## src/rtl/pss_pkg.sv

```systemverilog
// pss_pkg - shared constants, types and index helpers for the PSS generator.
//
// Holds the m-sequence definition (length, 7-bit LFSR seed and feedback
// taps), the N_id_2 cyclic-shift constants and the generator state type.
// The index helpers replace the multiply and modulo in the symbol mapping
// with a 3-entry lookup, because N_id_2 only takes the values 0..2.

package pss_pkg;

  localparam int PSS_SEQ_LEN  = 127;
  localparam int NID2_SHIFT   = 43;
  localparam int PSS_K_OFFSET = 64;

  // Seed bit j holds x(j): x0=0 x1=1 x2=1 x3=0 x4=1 x5=1 x6=1
  localparam logic [6:0] LFSR_INIT   = 7'b1110110;
  localparam int         LFSR_TAP_HI = 4;
  localparam int         LFSR_TAP_LO = 0;

  typedef enum logic [1:0] {
    IDLE = 2'd0,
    GEN  = 2'd1,
    OUT  = 2'd2
  } pss_state_e;

  typedef logic [6:0] seq_idx_t;

  // Sequence index used by the first negative subcarrier (k = -64)
  function automatic seq_idx_t nid2_base_idx(input logic [1:0] nid2);
    seq_idx_t idx;
    case (nid2)
      2'd1:    idx = seq_idx_t'(NID2_SHIFT % PSS_SEQ_LEN);
      2'd2:    idx = seq_idx_t'((2 * NID2_SHIFT) % PSS_SEQ_LEN);
      default: idx = seq_idx_t'(0);
    endcase
    return idx;
  endfunction

  // Sequence index used by bin 0 (k = 0)
  function automatic seq_idx_t nid2_start_idx(input logic [1:0] nid2);
    seq_idx_t idx;
    case (nid2)
      2'd1:    idx = seq_idx_t'((PSS_K_OFFSET + NID2_SHIFT) % PSS_SEQ_LEN);
      2'd2:    idx = seq_idx_t'((PSS_K_OFFSET + 2 * NID2_SHIFT) % PSS_SEQ_LEN);
      default: idx = seq_idx_t'(PSS_K_OFFSET % PSS_SEQ_LEN);
    endcase
    return idx;
  endfunction

  function automatic seq_idx_t seq_idx_inc(input seq_idx_t m);
    return (m == seq_idx_t'(PSS_SEQ_LEN - 1)) ? seq_idx_t'(0) : m + seq_idx_t'(1);
  endfunction

endpackage

```

## src/rtl/pss_freq_gen_if.sv

```systemverilog
// pss_freq_gen_if - config and sample streams of the PSS generator.
//
// Signals:
//   s_axis_cfg_tdata/tvalid/tready  config stream carrying N_id_2 (2 bits)
//   m_axis_out_tdata/tvalid/tready/tlast  frequency-domain sample stream,
//                                         tdata = {im, re}, OUT_DW bits
// Modports:
//   slave  - the generator (consumes config, produces samples)
//   master - the environment (produces config, consumes samples)

interface pss_freq_gen_if #(
  parameter int OUT_DW = 32
);

  logic [1:0]        s_axis_cfg_tdata;
  logic              s_axis_cfg_tvalid;
  logic              s_axis_cfg_tready;
  logic [OUT_DW-1:0] m_axis_out_tdata;
  logic              m_axis_out_tvalid;
  logic              m_axis_out_tready;
  logic              m_axis_out_tlast;

  modport slave (
    input  s_axis_cfg_tdata,
    input  s_axis_cfg_tvalid,
    output s_axis_cfg_tready,
    output m_axis_out_tdata,
    output m_axis_out_tvalid,
    input  m_axis_out_tready,
    output m_axis_out_tlast
  );

  modport master (
    output s_axis_cfg_tdata,
    output s_axis_cfg_tvalid,
    input  s_axis_cfg_tready,
    input  m_axis_out_tdata,
    input  m_axis_out_tvalid,
    output m_axis_out_tready,
    input  m_axis_out_tlast
  );

endinterface

```

## src/rtl/pss_mseq_lfsr.sv

```systemverilog
// pss_mseq_lfsr - 7-bit Fibonacci LFSR for the PSS m-sequence,
// x(i+7) = x(i+4) XOR x(i). Kept standalone so the SSS generator can reuse it.
//
// Ports:
//   clk_i     clock
//   reset_ni  synchronous active-low reset (reloads the seed)
//   load      reload the seed; bit_o then presents x(0)
//   step      advance one position in the sequence
//   bit_o     current sequence bit x(i)

module pss_mseq_lfsr
  import pss_pkg::*;
(
  input  logic clk_i,
  input  logic reset_ni,
  input  logic load,
  input  logic step,
  output logic bit_o
);

  // Bit j of the register holds x(i+j); the new x(i+7) enters at the top.
  logic [6:0] lfsr_q;

  always_ff @(posedge clk_i) begin
    if (!reset_ni) begin
      lfsr_q <= LFSR_INIT;
    end else if (load) begin
      lfsr_q <= LFSR_INIT;
    end else if (step) begin
      lfsr_q <= {lfsr_q[LFSR_TAP_HI] ^ lfsr_q[LFSR_TAP_LO], lfsr_q[6:1]};
    end
  end

  assign bit_o = lfsr_q[0];

endmodule

```

## src/rtl/pss_freq_gen.sv

```systemverilog
// pss_freq_gen - frequency-domain PSS source.
//
// A config beat carrying N_id_2 (0..2) starts a 127-cycle m-sequence
// generation pass, after which one OFDM symbol of FFT_LEN samples is
// streamed in FFT bin order. The 127 BPSK symbols sit on subcarriers
// k = -64..62 (re = +/-AMP, im = 0); every other bin is zero.
// N_id_2 = 3 is rejected with a one-cycle err_o pulse.
//
// Optional build macro PSS_GEN_REPEAT_EN: the symbol repeats back to back
// after each tlast; a new config is only taken in the tlast beat.
//
// Ports:
//   clk_i     clock
//   reset_ni  synchronous active-low reset
//   bus       pss_freq_gen_if.slave (config in, samples out)
//   err_o     pulse on an invalid N_id_2 config

module pss_freq_gen
  import pss_pkg::*;
#(
  parameter int OUT_DW  = 32,
  parameter int FFT_LEN = 256,
  parameter int AMP     = 8192
) (
  input  logic            clk_i,
  input  logic            reset_ni,
  pss_freq_gen_if.slave   bus,
  output logic            err_o
);

  localparam int HW    = OUT_DW / 2;
  localparam int BIN_W = $clog2(FFT_LEN);

  localparam logic signed [HW-1:0] RE_POS = HW'(AMP);
  localparam logic signed [HW-1:0] RE_NEG = HW'(-AMP);

  localparam logic [BIN_W-1:0] BIN_LAST      = BIN_W'(FFT_LEN - 1);
  localparam logic [BIN_W-1:0] BIN_POS_LAST  = BIN_W'(PSS_SEQ_LEN - PSS_K_OFFSET - 1);
  localparam logic [BIN_W-1:0] BIN_NEG_FIRST = BIN_W'(FFT_LEN - PSS_K_OFFSET);

  if (AMP >= 2 ** (HW - 1)) begin : g_amp_check
    $error("pss_freq_gen: AMP does not fit in a signed OUT_DW/2 field");
  end
  if (FFT_LEN < 128 || (FFT_LEN & (FFT_LEN - 1)) != 0) begin : g_fft_check
    $error("pss_freq_gen: FFT_LEN must be a power of two >= 128");
  end

  pss_state_e            state_q;
  logic [1:0]            nid2_q;
  logic [PSS_SEQ_LEN-1:0] seq_q;
  logic [6:0]            gen_cnt_q;
  logic [BIN_W-1:0]      bin_q;
  seq_idx_t              m_q;
  logic [OUT_DW-1:0]     tdata_q;
  logic                  tvalid_q;
  logic                  tlast_q;
  logic                  cfg_rdy_q;
  logic                  err_q;

  logic                   lfsr_bit;
  logic                   cfg_hs;
  logic                   out_hs;
  logic                   start_gen;
  logic                   gen_done;
  logic [PSS_SEQ_LEN-1:0] seq_shift;

  logic [BIN_W-1:0]       nxt_bin;
  seq_idx_t               nxt_m;
  logic [PSS_SEQ_LEN-1:0] nxt_src;
  logic                   nxt_in_band;
  logic signed [HW-1:0]   nxt_re;
  logic [OUT_DW-1:0]      nxt_data;
  logic                   nxt_last;

  pss_mseq_lfsr u_lfsr (
    .clk_i    (clk_i),
    .reset_ni (reset_ni),
    .load     (start_gen),
    .step     (state_q == GEN),
    .bit_o    (lfsr_bit)
  );

`ifdef PSS_GEN_REPEAT_EN
  // A new config may only slip in on the beat that closes a symbol.
  assign bus.s_axis_cfg_tready = cfg_rdy_q | ((state_q == OUT) & out_hs & tlast_q);
`else
  assign bus.s_axis_cfg_tready = cfg_rdy_q;
`endif

  assign cfg_hs    = bus.s_axis_cfg_tvalid & bus.s_axis_cfg_tready;
  assign out_hs    = tvalid_q & bus.m_axis_out_tready;
  assign start_gen = cfg_hs & (bus.s_axis_cfg_tdata != 2'd3);
  assign gen_done  = (state_q == GEN) && (gen_cnt_q == 7'(PSS_SEQ_LEN - 1));
  // seq fills from the top; after 127 shifts seq[j] = x(j)
  assign seq_shift = {lfsr_bit, seq_q[PSS_SEQ_LEN-1:1]};

  // Next sample to present. Bin 0 is reached either from the end of GEN
  // (the final sequence bit is still in flight, so read the shifted copy)
  // or by wrapping after tlast in repeat mode.
  always_comb begin
    nxt_bin = bin_q + BIN_W'(1);
    nxt_m   = m_q;
    nxt_src = seq_q;
    if (state_q != OUT || tlast_q) begin
      nxt_bin = '0;
      nxt_m   = nid2_start_idx(nid2_q);
      if (state_q == GEN) begin
        nxt_src = seq_shift;
      end
    end else if (nxt_bin == BIN_NEG_FIRST) begin
      nxt_m = nid2_base_idx(nid2_q);
    end else if (nxt_bin <= BIN_POS_LAST || nxt_bin > BIN_NEG_FIRST) begin
      nxt_m = seq_idx_inc(m_q);
    end
    nxt_in_band = (nxt_bin <= BIN_POS_LAST) || (nxt_bin >= BIN_NEG_FIRST);
    if (!nxt_in_band) begin
      nxt_re = '0;
    end else if (nxt_src[nxt_m]) begin
      nxt_re = RE_NEG;
    end else begin
      nxt_re = RE_POS;
    end
    nxt_data = {{HW{1'b0}}, nxt_re};
    nxt_last = (nxt_bin == BIN_LAST);
  end

  always_ff @(posedge clk_i) begin
    if (!reset_ni) begin
      state_q   <= IDLE;
      nid2_q    <= '0;
      seq_q     <= '0;
      gen_cnt_q <= '0;
      bin_q     <= '0;
      m_q       <= '0;
      tdata_q   <= '0;
      tvalid_q  <= 1'b0;
      tlast_q   <= 1'b0;
      cfg_rdy_q <= 1'b1;
      err_q     <= 1'b0;
    end else begin
      err_q <= 1'b0;
      case (state_q)
        IDLE: begin
          if (cfg_hs) begin
            if (bus.s_axis_cfg_tdata == 2'd3) begin
              err_q <= 1'b1;
            end else begin
              nid2_q    <= bus.s_axis_cfg_tdata;
              gen_cnt_q <= '0;
              cfg_rdy_q <= 1'b0;
              state_q   <= GEN;
            end
          end
        end
        GEN: begin
          seq_q     <= seq_shift;
          gen_cnt_q <= gen_cnt_q + 7'd1;
          if (gen_done) begin
            state_q  <= OUT;
            bin_q    <= nxt_bin;
            m_q      <= nxt_m;
            tdata_q  <= nxt_data;
            tlast_q  <= nxt_last;
            tvalid_q <= 1'b1;
          end
        end
        OUT: begin
          if (out_hs) begin
            bin_q   <= nxt_bin;
            m_q     <= nxt_m;
            tdata_q <= nxt_data;
            tlast_q <= nxt_last;
            if (tlast_q) begin
`ifdef PSS_GEN_REPEAT_EN
              if (cfg_hs) begin
                if (bus.s_axis_cfg_tdata == 2'd3) begin
                  err_q <= 1'b1;
                end else begin
                  nid2_q    <= bus.s_axis_cfg_tdata;
                  gen_cnt_q <= '0;
                  state_q   <= GEN;
                  tvalid_q  <= 1'b0;
                  tdata_q   <= '0;
                  tlast_q   <= 1'b0;
                end
              end
`else
              state_q   <= IDLE;
              tvalid_q  <= 1'b0;
              tdata_q   <= '0;
              tlast_q   <= 1'b0;
              cfg_rdy_q <= 1'b1;
`endif
            end
          end
        end
        default: begin
          state_q <= IDLE;
        end
      endcase
    end
  end

  assign bus.m_axis_out_tdata  = tdata_q;
  assign bus.m_axis_out_tvalid = tvalid_q;
  assign bus.m_axis_out_tlast  = tlast_q;
  assign err_o                 = err_q;

endmodule
```

## src/flat_wrapper.sv

```systemverilog
// flat-port wrapper written by rule: the top's interface ports become plain ports
module pss_freq_gen_flat import pss_pkg::*;
#(
  parameter int OUT_DW  = 32,
  parameter int FFT_LEN = 256,
  parameter int AMP     = 8192
)
  (clk_i, reset_ni, err_o, bus_s_axis_cfg_tdata, bus_s_axis_cfg_tvalid, bus_s_axis_cfg_tready, bus_m_axis_out_tdata, bus_m_axis_out_tvalid, bus_m_axis_out_tready, bus_m_axis_out_tlast);
  pss_freq_gen_if #(.OUT_DW(OUT_DW)) bus_i ();
  input  logic clk_i;
  input  logic reset_ni;
  output logic err_o;
  input wire logic [$bits(bus_i.s_axis_cfg_tdata)-1:0] bus_s_axis_cfg_tdata;
  input wire logic [$bits(bus_i.s_axis_cfg_tvalid)-1:0] bus_s_axis_cfg_tvalid;
  output wire logic [$bits(bus_i.s_axis_cfg_tready)-1:0] bus_s_axis_cfg_tready;
  output wire logic [$bits(bus_i.m_axis_out_tdata)-1:0] bus_m_axis_out_tdata;
  output wire logic [$bits(bus_i.m_axis_out_tvalid)-1:0] bus_m_axis_out_tvalid;
  input wire logic [$bits(bus_i.m_axis_out_tready)-1:0] bus_m_axis_out_tready;
  output wire logic [$bits(bus_i.m_axis_out_tlast)-1:0] bus_m_axis_out_tlast;
  assign bus_i.s_axis_cfg_tdata = bus_s_axis_cfg_tdata;
  assign bus_i.s_axis_cfg_tvalid = bus_s_axis_cfg_tvalid;
  assign bus_s_axis_cfg_tready = bus_i.s_axis_cfg_tready;
  assign bus_m_axis_out_tdata = bus_i.m_axis_out_tdata;
  assign bus_m_axis_out_tvalid = bus_i.m_axis_out_tvalid;
  assign bus_i.m_axis_out_tready = bus_m_axis_out_tready;
  assign bus_m_axis_out_tlast = bus_i.m_axis_out_tlast;
  pss_freq_gen #(.OUT_DW(OUT_DW), .FFT_LEN(FFT_LEN), .AMP(AMP)) u_core (.clk_i(clk_i), .reset_ni(reset_ni), .bus(bus_i), .err_o(err_o));
endmodule
```

## config.mk

```make
export PLATFORM = sky130hd
export DESIGN_NAME = pss_freq_gen_flat
export DESIGN_NICKNAME = d
export VERILOG_FILES = /design/src/rtl/pss_pkg.sv /design/src/rtl/pss_freq_gen_if.sv /design/src/rtl/pss_mseq_lfsr.sv /design/src/rtl/pss_freq_gen.sv /design/src/flat_wrapper.sv
export SDC_FILE = /design/constraint.sdc
export NUM_CORES = 1
export LEC_CHECK = 0
export ABC_AREA = 1
export CAP_MARGIN = 20
export CORE_ASPECT_RATIO = 1.25
export CORE_MARGIN = 4
export CORE_UTILIZATION = 60
export DETAILED_ROUTE_END_ITERATION = 8
export HOLD_SLACK_MARGIN = 0.12
export PLACE_DENSITY = 0.79
export SYNTH_ARGS = -nofsm -noshare
export SYNTH_HDL_FRONTEND = slang
export SYNTH_SLANG_ARGS = --single-unit
```

## constraint.sdc

```tcl
create_clock -name clk_i -period 3.25 [get_ports clk_i]
set_input_delay 0.325 -clock clk_i [delete_from_list [all_inputs] [get_ports clk_i]]
set_output_delay 0.325 -clock clk_i [all_outputs]
set_load 0.05 [all_outputs]
```

Word-level counts from Yosys, hierarchy flattened
Index checks and enable logic that the tools add are counted.
- flip-flop bits (word level): 196
- bits of input ports: 6
- output and inout bits: 36
- word-level logic and storage cells: 104
- add/sub/neg operators: 3
- $lt $le $gt $ge: 5
- equality and inequality tests: 16
- muxes and demuxes: 46
- bitwise operators: 6
- reduce and logical (&&, ||, !) cells: 16
- operator list (operator ; count):
    $mux W127 ; 2
    $mux W32 ; 2
    $pmux W32 S2 ; 1
    $mux W7 ; 8
    $pmux W7 S2 ; 4
    $mux W16 ; 3
    $mux W8 ; 3
    $eq A8 B8 Y1 const B ; 2
    $le A8 B6 Y1 const B ; 2
    $pmux W8 S2 ; 1
    $add A7 B1 Y7 const B ; 2
    $eq A7 B7 Y1 const B ; 2
    $mux W1 ; 12
    $reduce_and A3 Y1 ; 4
    $mux W2 ; 5
    $reduce_and A5 Y1 ; 2
    $add A8 B1 Y8 const B ; 1
    $ge A8 B8 Y1 const B ; 1
    $gt A8 B8 Y1 const B ; 1
    $lt A7 B8 Y1 const B ; 1
    $ne A2 B1 Y1 const B ; 4
    $bmux W1 S7 ; 1
    $eq A2 B2 Y1 const B ; 3
    $ne A2 B2 Y1 const B ; 3
    other kinds (12) ; 22

Depth between registers and ports, before layout
Gate-level depths: netlist of the first run.
- depth in word-level cells: 13
- mapped depth: 25
- gate-level depth less buffers: 24

Modules after synthesis
Synthesis of the first run repeated with hierarchy kept, for this count alone.
- cells, all modules: 1445
- area, all modules: 9095.0 um2
- modules (own cells, without submodules) (module ; times used ; cells each ; area an instance (um2) ; sequential area each (um2)):
    pss_freq_gen ; 1 ; 1406 ; 8792.2 ; 3183.1
    pss_mseq_lfsr ; 1 ; 39 ; 302.8 ; 140.1

Least setup slack after synthesis of the first run
Ideal clock, no wire load.
- path type: reg2reg
- from: register u_core.bin_q[0]
- to: register u_core.tdata_q[14], in the netlist u_core.bus.m_axis_out_tdata[14]
- library setup time: 0.130 ns
- arrival time: 2.436 ns
- data required time: 3.120 ns
- setup slack: 0.684 ns
- cell stages (with the launch flop): 25
- path buffers: 1
- clock period less this slack: 2.566 ns
- cell sequence: dfxtp_1 ha_1 nand2_2 inv_1 nor2_2 nand2_1 nor2_1 nand3_2 nand2_4 nand2_8 inv_4 nor2_8 nor2_8 o21ai_4 nand2_4 clkinv_2 buf_6 nand3_1 nand3_1 nand3_1 nand3_1 nand3_1 nand2_1 nand2_1 a21oi_2
- word-level cells in the longest chain between the ends: 13
- elaborated cells between the ends (all ways): 20
- classes of those cells: add/sub (1); order compare (4); eq/ne (1); mux (12); reduce/logical (2)
- RTL lines (item ; line ; RTL):
    start, declared ; pss_freq_gen.sv:52 ; logic [BIN_W-1:0] bin_q;
    start signal, assigned ; pss_freq_gen.sv:160 ; bin_q <= nxt_bin;
    start signal, assigned ; pss_freq_gen.sv:169 ; bin_q <= nxt_bin;
    $add A8 B1 Y8 * ; pss_freq_gen.sv:101 ; nxt_bin = bin_q + BIN_W'(1);
    $le A8 B6 Y1 or $gt A8 B8 Y1 (tied branches) ; pss_freq_gen.sv:112 ; end else if (nxt_bin <= BIN_POS_LAST || nxt_bin > BIN_NEG_FIRST) begin
    $logic_or A1 B1 Y1 ; pss_freq_gen.sv:112 ;
    $mux W7 ; pss_freq_gen.sv:112 ;
    $mux W7 ; pss_freq_gen.sv:110 ; end else if (nxt_bin == BIN_NEG_FIRST) begin
    $mux W7 ; pss_freq_gen.sv:104 ; if (state_q != OUT || tlast_q) begin
    $bmux W1 S7 ; pss_freq_gen.sv:118 ; end else if (nxt_src[nxt_m]) begin
    $mux W1 (not written as such) ; pss_freq_gen.sv:118 ;
    $mux W16 ; pss_freq_gen.sv:118 ;
    $mux W16 * ; pss_freq_gen.sv:116 ; if (!nxt_in_band) begin
    $mux W16 ; pss_freq_gen.sv:173 ; if (tlast_q) begin
    $mux W32 ; pss_freq_gen.sv:168 ; if (out_hs) begin
    $pmux W32 S2 * ; pss_freq_gen.sv:142 ; case (state_q)
    end signal, assigned ; pss_freq_gen.sv:162 ; tdata_q <= nxt_data;
    end signal, assigned ; pss_freq_gen.sv:171 ; tdata_q <= nxt_data;
    end, declared ; pss_freq_gen.sv:54 ; logic [OUT_DW-1:0] tdata_q;
Every way passes the cells marked *; elsewhere a longest branch is shown, timed or not. The select of a mux whose other input is x is not followed.
A chain may end at the register's enable or synchronous reset.

Worst setup path in the final report of the first run
- from: register u_core.bin_q[1]
- to: register u_core.tdata_q[14], in the netlist u_core.bus.m_axis_out_tdata[14]
The elaborated chain is that of the path after synthesis.

==> results of run 1 <==
-- cell families after synthesis --
| group | Yosys count | synth area share |
|---|---|---|
| AO/OA/AOI/OAI | 197 | 0.116 |
| XOR/XNOR | 1 | 0.000942 |
| adder cells (fa/ha/maj) | 8 | 0.0108 |
| buffers and inverters | 407 | 0.188 |
| flip-flops | 166 | 0.357 |
| multiplexers | 1 | 0.00108 |
| other | 1 | 0.000403 |
| AND/OR/NAND/NOR | 655 | 0.325 |
-- worst max-delay path, delay by kind of cell (launching register included) --
kind / cells / cell delay, ns
adders and majority gates: 1 / 0.25
buffers and inverters: 1 / 0.22
AOI/OAI and AO/OA: 1 / 0.05
DFF: 1 / 0.42
and+or+nand+nor: 20 / 1.93
-- metrics by stage --
| step | hold slack (ns) | util | total power [mW] |
|---|---|---|---|
| after floorplan | 0.439 | - | 2.80 |
| after global placement | 0.451 | 0.627 | 2.97 |
| after detailed placement | 0.458 | 0.627 | 2.97 |
| after CTS | 0.469 | 0.668 | 5.05 |
| after global routing | 0.488 | 0.674 | 5.27 |
| final | 0.464 | 0.674 | 5.05 |
-- where the power goes --
part / internal [mW] / switching [mW] / total [mW]
clock: 1.27 / 0.817 / 2.09
combinational: 0.262 / 0.632 / 0.894
sequential: 2.06 / 0.0130 / 2.07
-- timing repair --
item                       4_1_cts  5_1_grt
setup buffers                    0        0
hold endpoints to repair         0        0
resized for setup                0        7
hold buffers                     0        0
setup endpoints to repair        0        1
-- final timing paths --
path                                                      startpoint                                            to  slack, ns  depth (start not counted)
worst max register to register          u_core.bin_q[1]$_SDFFE_PN0P_  u_core.bus.m_axis_out_tdata[14]$_SDFFE_PN0P_       0.24                         23
worst min register to register  u_core.u_lfsr.lfsr_q[3]$_SDFFE_PP0P_          u_core.u_lfsr.lfsr_q[3]$_SDFFE_PP0P_       0.46                          2
worst min-delay path            u_core.u_lfsr.lfsr_q[3]$_SDFFE_PP0P_          u_core.u_lfsr.lfsr_q[3]$_SDFFE_PP0P_       0.46                          2
worst max-delay path                    u_core.bin_q[1]$_SDFFE_PN0P_  u_core.bus.m_axis_out_tdata[14]$_SDFFE_PN0P_       0.24                         23
-- flip-flops by register name, summed over array words and instances (netlist names) --
| register | count |
|---|---|
| u_core.bus.m_axis_out_tdata | 2 |
| u_core.bus.m_axis_out_tlast | 1 |
| u_core.nid2_q | 2 |
| u_core.m_q | 7 |
| u_core.bus.s_axis_cfg_tready | 1 |
| u_core.u_lfsr.lfsr_q | 7 |
| u_core.err_o | 1 |
| u_core.gen_cnt_q | 7 |
| u_core.bus.m_axis_out_tvalid | 1 |
| u_core.seq_q | 127 |
| u_core.state_q | 2 |
| u_core.bin_q | 8 |
-- layer usage --
metal | track usage | routed length (um) | vias up
met5 | 0 | 0 | -
met4 | 0.0848 | 410 | 0
met3 | 0.0397 | 759 | 37
met2 | 0.397 | 9700 | 169
met1 | 0.270 | 8700 | 3751
li1 | - | - | 4325
-- placed cells by master, fill, tap and decap left out, types with 14 or more instances in the layout --
master     instances
o21ai_1           14
conb_1            29
buf_4             21
clkbuf_16         19
a21oi_1           26
inv_1            288
dfxtp_1          166
o21ai_0          135
nand2_1          261
nand3_1          188
nand3_2           14
nor2_1           142
-- area by class of cell --
type	count	area, um2	share of cell area
Multi-Input combinational cell	891	4360	0.429
Sequential cell	166	3320	0.327
Inverter	299	1130	0.112
Clock buffer	21	470	0.0463
Timing Repair Buffer	42	467	0.0459
Tap cell	208	260	0.0256
Clock inverter	11	148	0.0145
==> flow_summary.yaml, run 1 <==
finish:
  drive_gt1_frac: 0.0895
  syn_to_final_growth_pct: 9.28
  final_area_um2: 10200
  layout.nets: 1431
  nFillCells: 1281
  final_cells: 1638
  antenna_cells: 0
setup_path:
  critPathCaptureType: "flop"
  cpMostUsedCell: "nand3_1"
  cp.arrival_ns: 3.30
  crit_type: "reg2reg"
  start_kind: "flop"
  crit_slowest_cell: "dfxtp_1"
  cp_cell_sequence: "ha_2 -> nor2_1 -> nor2_2 -> nand2_1 -> nor2_1 -> nand3_2 -> nand2_4 -> nand2_8 -> nand2_2 -> nand3_2 -> nand2_8 -> nand2_8 -> buf_4 -> nand2_1 -> nand3_1 -> nand3_1 -> nand3_1 -> nand3_1 -> nand3_1 -> nand3_1 -> nand2_1 -> nand2_1 -> a21oi_2"
  worst_ep_required_time_ns: 3.54
  max_stage_delay_ns: 0.42
  path_max_fanout: 17
yosys:
  synth.most_common_cell: "inv_1"
  ys.flop_type: "dfxtp_1"
  synth.distinct_cells: 52
  synth_area_leaders: "dfxtp_1, inv_1, nand2_1"
  syn_area_per_cell_um2: 6.48
  syn_area_um2: 9300
  synth_seq_cells: 166
  yosysTopAreaCellShare: 0.357
  yosysTopAreaCell: "dfxtp_1"
  ys_seq_area_frac: 0.357
  async_flop_share: 0
  synth_common_cells: "inv_1, nand2_1, nand3_1"
  synth_edf_count: 0
  synthCells: 1436
  yosysWarnings: 0
pwr:
  peakVddDrop_mv: 0.373
  p_leak_nw: 3.73
  power.density_nw_per_um2: 497
drt:
  routed_wl_mm: 19.6
  num_vias: 8282
  wl_per_cell_um: 11.9
  dr.pass1.iters: 6
  viasPerCell: 5.06
  drtIter0Drc: 795
  drc: 0
  ant_nets: 0
die:
  coreArea_um2: 15100
  initial_core_util: 0.617
  pin_count: 42
  fp.dieH_um: 147
  die_area_um2: 17600
  die_w_um: 119
  rows: 50
sta:
  drv_slew: 0
  fin_skew_ns: 0.00598
  fmax_mhz: 333
  slew_headroom: 0.577
  worst_pin_slew_ns: 0.634
  period_minus_slack_ns: 3.01
  post-route-worst-setup-slack_ns: 0.243
  fin_setup_tns_ns: 0
  setup_violations: 0
  hold_viol: 0
  finalCritPeriodShare: 0.925
clocking:
  numCtsBuffers: 17
  cts_buffer_depth: 2
  clkTransAtPathRegs_ns: 0.06
  clk-insertion-delay-late_ns: 0.42
  clock_sinks: 166
  clockRootBuffer: "clkbuf_16"
  cts_tree: "yes"
  htreeDepth: 4
placement:
  gp_congestion: 0.837
  dpl_cell_area_um2: 9460
  dp_worst_setup_slack_ns: 0.228
  dp_cells: 1604
  io_buffers: 12
  dp_hpwl_mm: 12.4
grt:
  grt_pass1_wl_mm: 33.3
  grt_pass1_vias: 7478
  grt_max_degree: 141
  grt_overflow: 0
  antenna_found_initial: 0
  grt_util_all_layers: 0.224
job:
  maxCapViolCount: 0
hold_path:
  min_path_type: "reg2reg"
run_status:
  status: "finished clean"
(Power assumes the default switching activity.)
==> inputs of run 2 (changes only) <==
- CORE_MARGIN: 4 -> 10
- CTS_CLUSTER_SIZE: default -> 25
==> run 2 against run 1 <==
Compared with the run above: sequential share of layout area grew 0.21 points; sequential power is essentially flat; setup slack gained 0.066 ns; critical endpoint unchanged; critical path depth is the same; clock skew is essentially flat; largest power group unchanged; first-iteration DRC count shrank 4.5%; critical path type unchanged; design area shrank 0.65%.
==> flow_summary.yaml, run 2 (synthesized netlist as in run 1, its figures left out) <==
run_status:
  status: "finished clean"
clocking:
  clock_sinks: 166
  ctsResizeCount: 0
  numCtsBuffers: 17
  cts_buffer_depth: 2
  ctsHoldBuffers: 0
  clkTransAtPathRegs_ns: 0.06
  clockRootBuffer: "clkbuf_16"
  htreeDepth: 4
  cts_setup_buffers: 0
  clk-insertion-delay-late_ns: 0.43
  cts_tree: "yes"
finish:
  final_area_um2: 10100
  antenna_cells: 0
  largest-register: "u_core.seq_q"
  largest_reg_flops: 127
  reg_top3: "u_core.seq_q (127), u_core.bin_q (8)"
  syn_to_final_growth_pct: 8.57
  layout.nets: 1425
  drive_gt1_frac: 0.0829
  final_cell_mix: "inv_1, nand2_1, nand3_1"
  multi_input_area_um2: 4340
  final_common_cell: "inv_1"
  regArea_um2: 3320
  nFillCells: 1343
hold_path:
  min_path_type: "reg2reg"
grt:
  antenna_found_initial: 0
  grt_pass1_vias: 7759
  grt_pass1_wl_mm: 34.3
  met2_usage: 0.335
  grt_util_all_layers: 0.189
  grt_overflow: 0
  grt_max_degree: 141
  grt-busiest-layer: "met2"
  grtUsageMet3: 0.0381
  met1_usage: 0.215
pwr:
  p_leak_nw: 3.70
  peakVddDrop_mv: 0.371
  power.density_nw_per_um2: 507
  swShare: 0.284
  power_frac_clock: 0.419
  p_sw_mw: 1.46
  p_seq_frac: 0.405
  internal_power_mw: 3.67
  combPwrFrac: 0.176
drt:
  routed_wl_mm: 19.9
  wl_per_cell_um: 12.2
  drtIter0Drc: 759
  ant_nets: 0
  viasPerCell: 5.05
  num_vias: 8231
  drc: 0
  dr.pass1.iters: 6
setup_path:
  critPathCaptureType: "flop"
  cp.arrival_ns: 3.30
  crit_type: "reg2reg"
  path_max_fanout: 25
  worst_ep_required_time_ns: 3.61
  start_kind: "flop"
die:
  die_area_um2: 20900
  coreArea_um2: 15100
  rows: 50
  initial_core_util: 0.617
  fp.dieH_um: 159
  die_w_um: 131
  pin_count: 42
sta:
  hold_viol: 0
  fmax_mhz: 340
  fin_setup_tns_ns: 0
  period_minus_slack_ns: 2.94
  worst_pin_slew_ns: 0.650
  setup_violations: 0
  rsz0062_at_grt: "no"
  finalCritPeriodShare: 0.905
  drv_slew: 0
  slew_headroom: 0.567
  fin_skew_ns: 0.00571
placement:
  dp_hpwl_mm: 12.7
  gp_congestion: 0.878
  io_buffers: 12
  dpl_cell_area_um2: 9430
job:
  maxCapViolCount: 0
-- run 2: worst max-delay path, stage by stage (launching register included) --
cell and delay [ns]:
dfxtp_1 0.35, ha_1 0.22, nand2_2 0.16, inv_1 0.07, nor2_2 0.10, nand2_1 0.06
nor2_1 0.12, nand3_2 0.11, nand2_4 0.11, nand2_8 0.08, nand2_2 0.06, nand3_2 0.08
nand2_4 0.09, nand2_4 0.10, clkbuf_16 0.22, o211ai_1 0.24, nand3_1 0.10, nand3_1 0.08
nand3_1 0.08, nand3_1 0.11, nand3_1 0.08, nand2_1 0.08, nand2_1 0.06, a21oi_2 0.12
-- run 2: per-layer routing --
layer,share of wire,wire length [um]
met5,0,0
met3,0.048,946
met2,0.50,9950
met4,0.017,344
met1,0.43,8610
-- run 2: power by group through the flow --
| stage | logic, mW | registers (mW) | clock network [mW] |
|---|---|---|---|
| after floorplan | 0.672 | 2.12 | 0 |
| after global placement | 0.854 | 2.12 | 0 |
| after detailed placement | 0.857 | 2.12 | 0 |
| after CTS | 0.865 | 2.07 | 2.17 |
| after global routing | 0.990 | 2.08 | 2.26 |
| final | 0.902 | 2.08 | 2.15 |
-- run 2: final timing paths --
kind	end	from	depth (start not counted)	slack [ns]
worst max-delay path	u_core.bus.m_axis_out_tdata[14]$_SDFFE_PN0P_	u_core.bin_q[1]$_SDFFE_PN0P_	23	0.31
worst max register to register	u_core.bus.m_axis_out_tdata[14]$_SDFFE_PN0P_	u_core.bin_q[1]$_SDFFE_PN0P_	23	0.31
worst min-delay path	u_core.gen_cnt_q[5]$_SDFFE_PN0P_	u_core.gen_cnt_q[5]$_SDFFE_PN0P_	2	0.46
worst min register to register	u_core.gen_cnt_q[5]$_SDFFE_PN0P_	u_core.gen_cnt_q[5]$_SDFFE_PN0P_	2	0.46
-- run 2: stage by stage --
stage                     hold slack [ns]  worst slack, ns  total power, mW   util  std cells
after CTS                           0.460            0.248             5.11  0.667       1630
after global placement              0.452            0.371             2.97  0.626       1599
final                               0.464            0.309             5.12  0.670       1631
after global routing                0.490          0.00763             5.33  0.670       1631
after detailed placement            0.455            0.265             2.98  0.626       1599
after floorplan                     0.439            0.684             2.80      -       1464
-- run 2: area by class of cell --
cell class | count | share of cell area
Multi-Input combinational cell | 891 | 0.429
Sequential cell | 166 | 0.329
Inverter | 299 | 0.113
Clock buffer | 23 | 0.0473
Timing Repair Buffer | 36 | 0.0413
Tap cell | 208 | 0.0258
Clock inverter | 8 | 0.0145
